==> config.mk <==
export PLATFORM = sky130hd
export DESIGN_NAME = arb_client
export DESIGN_NICKNAME = d
export VERILOG_FILES = /design/src/rtl/arb_client_pkg.sv /design/src/rtl/arb_client_fifo.sv /design/src/rtl/arb_client.sv
export SDC_FILE = /design/constraint.sdc
export NUM_CORES = 1
export LEC_CHECK = 0
export CORE_MARGIN = 2
export CORE_UTILIZATION = 55
export CTS_CLUSTER_DIAMETER = 200
export DETAILED_ROUTE_END_ITERATION = 16
export HOLD_SLACK_MARGIN = 0.1
export PLACE_DENSITY = 0.89
export SYNTH_ARGS = -nofsm -noshare
export SYNTH_HDL_FRONTEND = slang
export SYNTH_SLANG_ARGS = --single-unit
==> constraint.sdc <==
create_clock -name clk -period 3.8 [get_ports clk]
set_input_delay 0.38 -clock clk [delete_from_list [all_inputs] [get_ports clk]]
set_output_delay 0.38 -clock clk [all_outputs]
set_load 0.1 [all_outputs]
==> src/rtl/arb_client_pkg.sv <==
// Shared definitions for the arbiter client adapter: FSM encodings, the default
// RAM channel widths used by the arbiter, and its watchdog limit.
package arb_client_pkg;

  typedef enum logic [1:0] {
    stIDLE  = 2'b00,
    stREQ   = 2'b01,
    stYIELD = 2'b10
  } state_t;

  localparam int unsigned ARB_ADDR_WIDTH = 12;
  localparam int unsigned ARB_DATA_WIDTH = 8;
  localparam int unsigned WD_LIMIT       = 63;

  // A burst must end before the arbiter watchdog reclaims the grant.
  function automatic logic burst_in_range(input int unsigned max_burst);
    return (max_burst >= 32'd1) && (max_burst < WD_LIMIT);
  endfunction

  function automatic logic depth_is_pow2(input int unsigned depth);
    return (depth >= 32'd2) && ((depth & (depth - 32'd1)) == 32'd0);
  endfunction

endpackage

==> src/rtl/arb_client_fifo.sv <==
// Command FIFO for the arbiter client: synchronous, power-of-two depth,
// combinational head output, pushes and pops are qualified internally.
module arb_client_fifo #(
  parameter int unsigned DEPTH = 4,
  parameter int unsigned WIDTH = 21
) (
  input  logic                     clk,
  input  logic                     reset_n,
  input  logic                     i_push,
  input  logic                     i_pop,
  input  logic [WIDTH-1:0]         i_data,
  output logic [WIDTH-1:0]         o_head,
  output logic                     o_full,
  output logic                     o_empty,
  output logic [$clog2(DEPTH):0]   o_count
);

  localparam int unsigned AW = $clog2(DEPTH);
  localparam int unsigned CW = AW + 1;

  logic [WIDTH-1:0] r_mem [DEPTH];
  logic [AW-1:0]    r_wr_ptr;
  logic [AW-1:0]    r_rd_ptr;
  logic [CW-1:0]    r_count;
  logic             w_push;
  logic             w_pop;

  assign o_full  = (r_count == CW'(DEPTH));
  assign o_empty = (r_count == CW'(0));
  assign o_count = r_count;
  assign o_head  = r_mem[r_rd_ptr];
  assign w_push  = i_push && !o_full;
  assign w_pop   = i_pop && !o_empty;

  // Storage array and write pointer; pointers wrap naturally at DEPTH.
  always_ff @(posedge clk or negedge reset_n) begin
    if (!reset_n) begin
      for (int i = 0; i < int'(DEPTH); i++) begin
        r_mem[i] <= '0;
      end
      r_wr_ptr <= '0;
    end else if (w_push) begin
      r_mem[r_wr_ptr] <= i_data;
      r_wr_ptr        <= r_wr_ptr + AW'(1);
    end
  end

  // Read pointer and occupancy count.
  always_ff @(posedge clk or negedge reset_n) begin
    if (!reset_n) begin
      r_rd_ptr <= '0;
      r_count  <= '0;
    end else begin
      if (w_pop) begin
        r_rd_ptr <= r_rd_ptr + AW'(1);
      end
      case ({w_push, w_pop})
        2'b10:   r_count <= r_count + CW'(1);
        2'b01:   r_count <= r_count - CW'(1);
        default: r_count <= r_count;
      endcase
    end
  end

endmodule

==> src/rtl/arb_client.sv <==
// Requester-side adapter for one channel of the round-robin RAM arbiter:
// queues master commands, drives the channel, bounds bursts, returns responses.
module arb_client
  import arb_client_pkg::*;
#(
  parameter int unsigned ADDR_WIDTH = ARB_ADDR_WIDTH,
  parameter int unsigned DATA_WIDTH = ARB_DATA_WIDTH,
  parameter int unsigned FIFO_DEPTH = 4,
  parameter int unsigned MAX_BURST  = 8
) (
  input  logic                  clk,
  input  logic                  reset_n,
  input  logic                  cmd_valid,
  output logic                  cmd_ready,
  input  logic [ADDR_WIDTH-1:0] cmd_addr,
  input  logic [DATA_WIDTH-1:0] cmd_wrdata,
  input  logic                  cmd_rdwrn,
  output logic                  req,
  input  logic                  ack,
  output logic [ADDR_WIDTH-1:0] address,
  output logic [DATA_WIDTH-1:0] wrdata,
  output logic                  rdWrn,
  input  logic [DATA_WIDTH-1:0] rddata,
  output logic                  rsp_valid,
  output logic [DATA_WIDTH-1:0] rsp_data,
  output logic                  wr_done,
  output logic                  err_ack
);

  localparam int unsigned CW = $clog2(FIFO_DEPTH) + 1;
  localparam int unsigned BW = $clog2(MAX_BURST) + 1;
  localparam int unsigned EW = ADDR_WIDTH + DATA_WIDTH + 1;

  if (!burst_in_range(MAX_BURST)) begin : g_bad_burst
    $error("arb_client: MAX_BURST must be in 1..62");
  end
  if (!depth_is_pow2(FIFO_DEPTH)) begin : g_bad_depth
    $error("arb_client: FIFO_DEPTH must be a power of two, at least 2");
  end

  state_t                r_state;
  logic [BW-1:0]         r_burst;
  logic                  r_rsp_valid;
  logic [DATA_WIDTH-1:0] r_rsp_data;
  logic                  r_wr_done;
  logic                  r_err_ack;

  logic [EW-1:0]         w_head;
  logic                  w_full;
  logic                  w_empty;
  logic [CW-1:0]         w_count;
  logic                  w_push;
  logic                  w_req;
  logic                  w_retire;
  logic                  w_last_beat;
  logic                  w_will_empty;

  assign w_push    = cmd_valid && !w_full;
  assign cmd_ready = !w_full;

  arb_client_fifo #(
    .DEPTH (FIFO_DEPTH),
    .WIDTH (EW)
  ) u_fifo (
    .clk     (clk),
    .reset_n (reset_n),
    .i_push  (w_push),
    .i_pop   (w_retire),
    .i_data  ({cmd_addr, cmd_wrdata, cmd_rdwrn}),
    .o_head  (w_head),
    .o_full  (w_full),
    .o_empty (w_empty),
    .o_count (w_count)
  );

  // Channel fields come straight from the head, so they only move on a pop.
  assign {address, wrdata, rdWrn} = w_head;

  assign w_req        = (r_state == stREQ) && !w_empty;
  assign w_retire     = w_req && ack;
  assign w_last_beat  = (r_burst == BW'(MAX_BURST - 1));
  assign w_will_empty = (w_count == CW'(1)) && !w_push;

  assign req       = w_req;
  assign rsp_valid = r_rsp_valid;
  assign rsp_data  = r_rsp_data;
  assign wr_done   = r_wr_done;
  assign err_ack   = r_err_ack;

  // Grant FSM: request while work is queued, yield after a full burst or drain.
  always_ff @(posedge clk or negedge reset_n) begin
    if (!reset_n) begin
      r_state <= stIDLE;
      r_burst <= '0;
    end else begin
      case (r_state)
        stIDLE: begin
          r_burst <= '0;
          if (!w_empty) begin
            r_state <= stREQ;
          end
        end
        stREQ: begin
          // A dropped ack simply stalls here with the head held.
          if (w_retire) begin
            r_burst <= r_burst + BW'(1);
            if (w_last_beat || w_will_empty) begin
              r_state <= stYIELD;
            end
          end
        end
        stYIELD: begin
          r_burst <= '0;
          r_state <= w_empty ? stIDLE : stREQ;
        end
        default: begin
          r_state <= stIDLE;
          r_burst <= '0;
        end
      endcase
    end
  end

  // Response pulses; read data is captured on the retiring edge and held.
  always_ff @(posedge clk or negedge reset_n) begin
    if (!reset_n) begin
      r_rsp_valid <= 1'b0;
      r_rsp_data  <= '0;
      r_wr_done   <= 1'b0;
    end else begin
      r_rsp_valid <= w_retire && rdWrn;
      r_wr_done   <= w_retire && !rdWrn;
      if (w_retire && rdWrn) begin
        r_rsp_data <= rddata;
      end
    end
  end

  // Sticky protocol error: the arbiter acked a channel that was not requesting.
  always_ff @(posedge clk or negedge reset_n) begin
    if (!reset_n) begin
      r_err_ack <= 1'b0;
    end else if (ack && !w_req) begin
      r_err_ack <= 1'b1;
    end
  end

endmodule
==> results.md <==
- Count of yosys warnings during synthesis: 0
- Status: finished clean
- Critical path data arrival time: roughly 2.3 ns
- Vias: around 2,700
- Vert. Die Dim: around 98 um
- Count of unresolved DRC violations after routing: 0
- Antenna viol nets, final: 0
- Die area: 9566 um^2
- Clock tree from TritonCTS: built
- Sinks on Clock Net: between 100 and 150
- Initial standard-cell utilization of the core: 56.04%
- Clock latency reported for the late side of the worst-skew pair: about 0.36 ns
- Worst hold-check path type: in -> async
- Global-route track usage on met1: 25.05%
- GRT met2 Usage: 30.13%
- Routed via count divided by cell count: 5.537
- CTS H-Tree Depth: 3
- Wire length of the first global-routing pass: about 14,000 um
- Number of pins with negative max-slew slack in the final report: 0
- Total number of nets in the final design: 409
- Routing usage on met3: ~6.0%
- TritonRoute pass-1 iters: 4
- Synthesized area divided by synthesized cell count: between 15 and 20 um^2
- Kind of capture point of the worst setup path: primary output
- Part of the Yosys area used for sequential elements: a little under three fifths
- Final hold violation count: 0
- Most used cells in the layout excluding fill and tap cells: 108 x sky130_fd_sc_hd__dfrtp_1, 88 x sky130_fd_sc_hd__mux2_2, 43 x sky130_fd_sc_hd__clkdlybuf4s50_1
- Worst slew pin tran: about 1.1 ns
- Cell count of the worst reg-to-reg path: 4
- Number of buffers inserted during clock tree synthesis: 9
- Setup Skew: between 0.01 and 0.015 ns
- Relative max-transition margin: between 20% and 30%
- Shortest period the worst path allows: roughly 2.7 ns
- Number of global-route vias before repair: around 2,900
- Root buffer selected by CTS: sky130_fd_sc_hd__clkbuf_8
- Setup crit start kind: register
- Post_cts resized: 0
- Largest net degree at the start of global routing: 92
- Final wirelength: approximately 8400 um
- Post-synthesis instance total: approximately 300
- Die width: just under 100 um
- Aggregate global-route resource usage: between 10% and 20%
- Number of antenna violations at the first check in global routing: 0
- Max-cap violations: 0
- Count of hold buffers inserted by post-cts repair: 0
- Ant diodes: 0
- Most frequent standard cell in the layout excluding fill and tap cells: sky130_fd_sc_hd__dfrtp_1
- Count of boundary I/O pins: between 60 and 70
- I/O Buffers: between 60 and 70
- Area added between synthesis and finish: 16.55%
- GP Congestion: between 0.7 and 0.8
- Number of synthesized register bits: roughly 110
- Final-layout setup total negative slack: 0 ns
- First-iteration detailed-routing DRC count: 54
- Number of distinct standard cells referenced by the synthesized netlist: 33
- Final setup fails: 0
- Core ar.: 8636 um^2
- Share of post-route cells with drive strength above 1: between 40% and 50%
- Post-Synthesis Cell Area: 4840 um^2
- Busiest layer in global routing: met2
- Worst setup path class: reg -> out
- Number of rows in the core area: 34
- Routed len/inst: between 15 and 20 um
- Max Clock Freq: 0.3670 GHz
- Synthesized Nets: between 300 and 400
- Worst-path clk slew: about 0.10 ns
- Bufs on Longest Clock Path: 2
- Number of post-CTS setup repair buffers: 0
- Detail Placement HPWL: 5493 um
- Worst path required time: 3.42 ns
- Unrepaired setup endpoints after global routing: no
- Total gr overflow: 0
- Critical-path maximum fanout: 4
- Post-route fraction of the period consumed by the critical path: between 70 and 80%
-- final cells by class --
cell class,instances,area (um^2)
fillers,624,2995
flip-flops and latches,108,2703
multi-input cells,170,1976
repair buffers,69,625.6
clock buffers,13,148.9
well taps,108,135.1
inverters,8,30.03
clock inverters,3,22.52
-- final timing paths --
kind	startpoint	to	slack (ns)
worst max-delay path	u_fifo.o_count[0]	cmd_ready	1.08
worst min-delay path	reset_n	u_fifo.r_mem[46]	0.22
worst max register to register	u_fifo.r_rd_ptr[0]	rsp_data[0]	1.45
worst min register to register	r_burst[3]	r_burst[3]	0.48
max in group asynchronous	reset_n	u_fifo.r_wr_ptr[1]	2.68
min in group clk	r_burst[3]	r_burst[3]	0.48
-- state kept, by name, indices dropped and copies added (netlist names) --
register / cells
err_ack: 1
rsp_data: 8
rsp_valid: 1
wr_done: 1
r_state: 2
u_fifo.r_wr_ptr: 2
r_burst: 4
u_fifo.r_mem: 84
u_fifo.r_rd_ptr: 2
u_fifo.o_count: 3
-- synthesized netlist by cell type, drive strengths merged --
cell type	instances	area, um^2
and3b	1	8.760
o22ai	1	6.260
nor4	1	6.260
xor2	1	8.760
mux4	21	473.0
buf	13	118.9
or2b	1	7.510
o21bai	1	7.510
clkbuf	3	12.51
mux2i	3	30.03
nor2	5	18.77
ha	10	125.1
o21ai	4	20.02
nand2b	1	6.260
mux2	92	1036
nand4	4	40.04
nor3b	1	7.510
inv	8	30.03
a21oi	1	5.000
nand2	10	67.56
o211a	1	10.01
xnor2	5	43.79
or3	1	6.260
nor2b	2	12.51
a21boi	1	18.77
dfrtp	108	2703
nand3	2	10.01
-- logic make-up (layout without fill, tap and decap cells) --
family                     after synthesis  after routing  share of synthesized area, %
muxes                                  116            116                         31.80
DFF                                    108            108                         55.84
and+or+nand+nor                         29             29                         3.956
buffers and inverters                   24             93                         3.335
adders and majority gates               10             10                         2.585
AOI/OAI and AO/OA                        9              9                         1.396
xor gates and xnor gates                 6              6                         1.086
-- metrics by stage --
step	setup slack [ns]	utilization, %	std cells	cell area, um^2	hold WS, ns
after floorplan	1.264	-	302	4840	0.08441
after CTS	1.013	65.31	479	5640	0.2748
final	1.076	65.31	479	5640	0.2182
after global placement	1.450	63.33	463	5469	0.4613
after global routing	0.9327	65.31	479	5640	0.3114
after detailed placement	1.377	63.33	463	5469	0.4640
-- metal layers --
layer	share of wire, %	up-vias
met5	0	-
met4	0.70	0
met2	49	68
li1	-	1219
met1	44	1359
met3	5.9	6
-- critical path: stages (launching register included) --
cell and delay (ns):
sky130_fd_sc_hd__dfrtp_1 0.43, sky130_fd_sc_hd__inv_1 0.08, sky130_fd_sc_hd__ha_1 0.26, sky130_fd_sc_hd__nand2_1 0.08
sky130_fd_sc_hd__clkdlybuf4s50_1 1.13
Power is left out: the tool's default activity adds up to more than one toggle a clock period on the data nets, which glitch-free logic cannot reach.
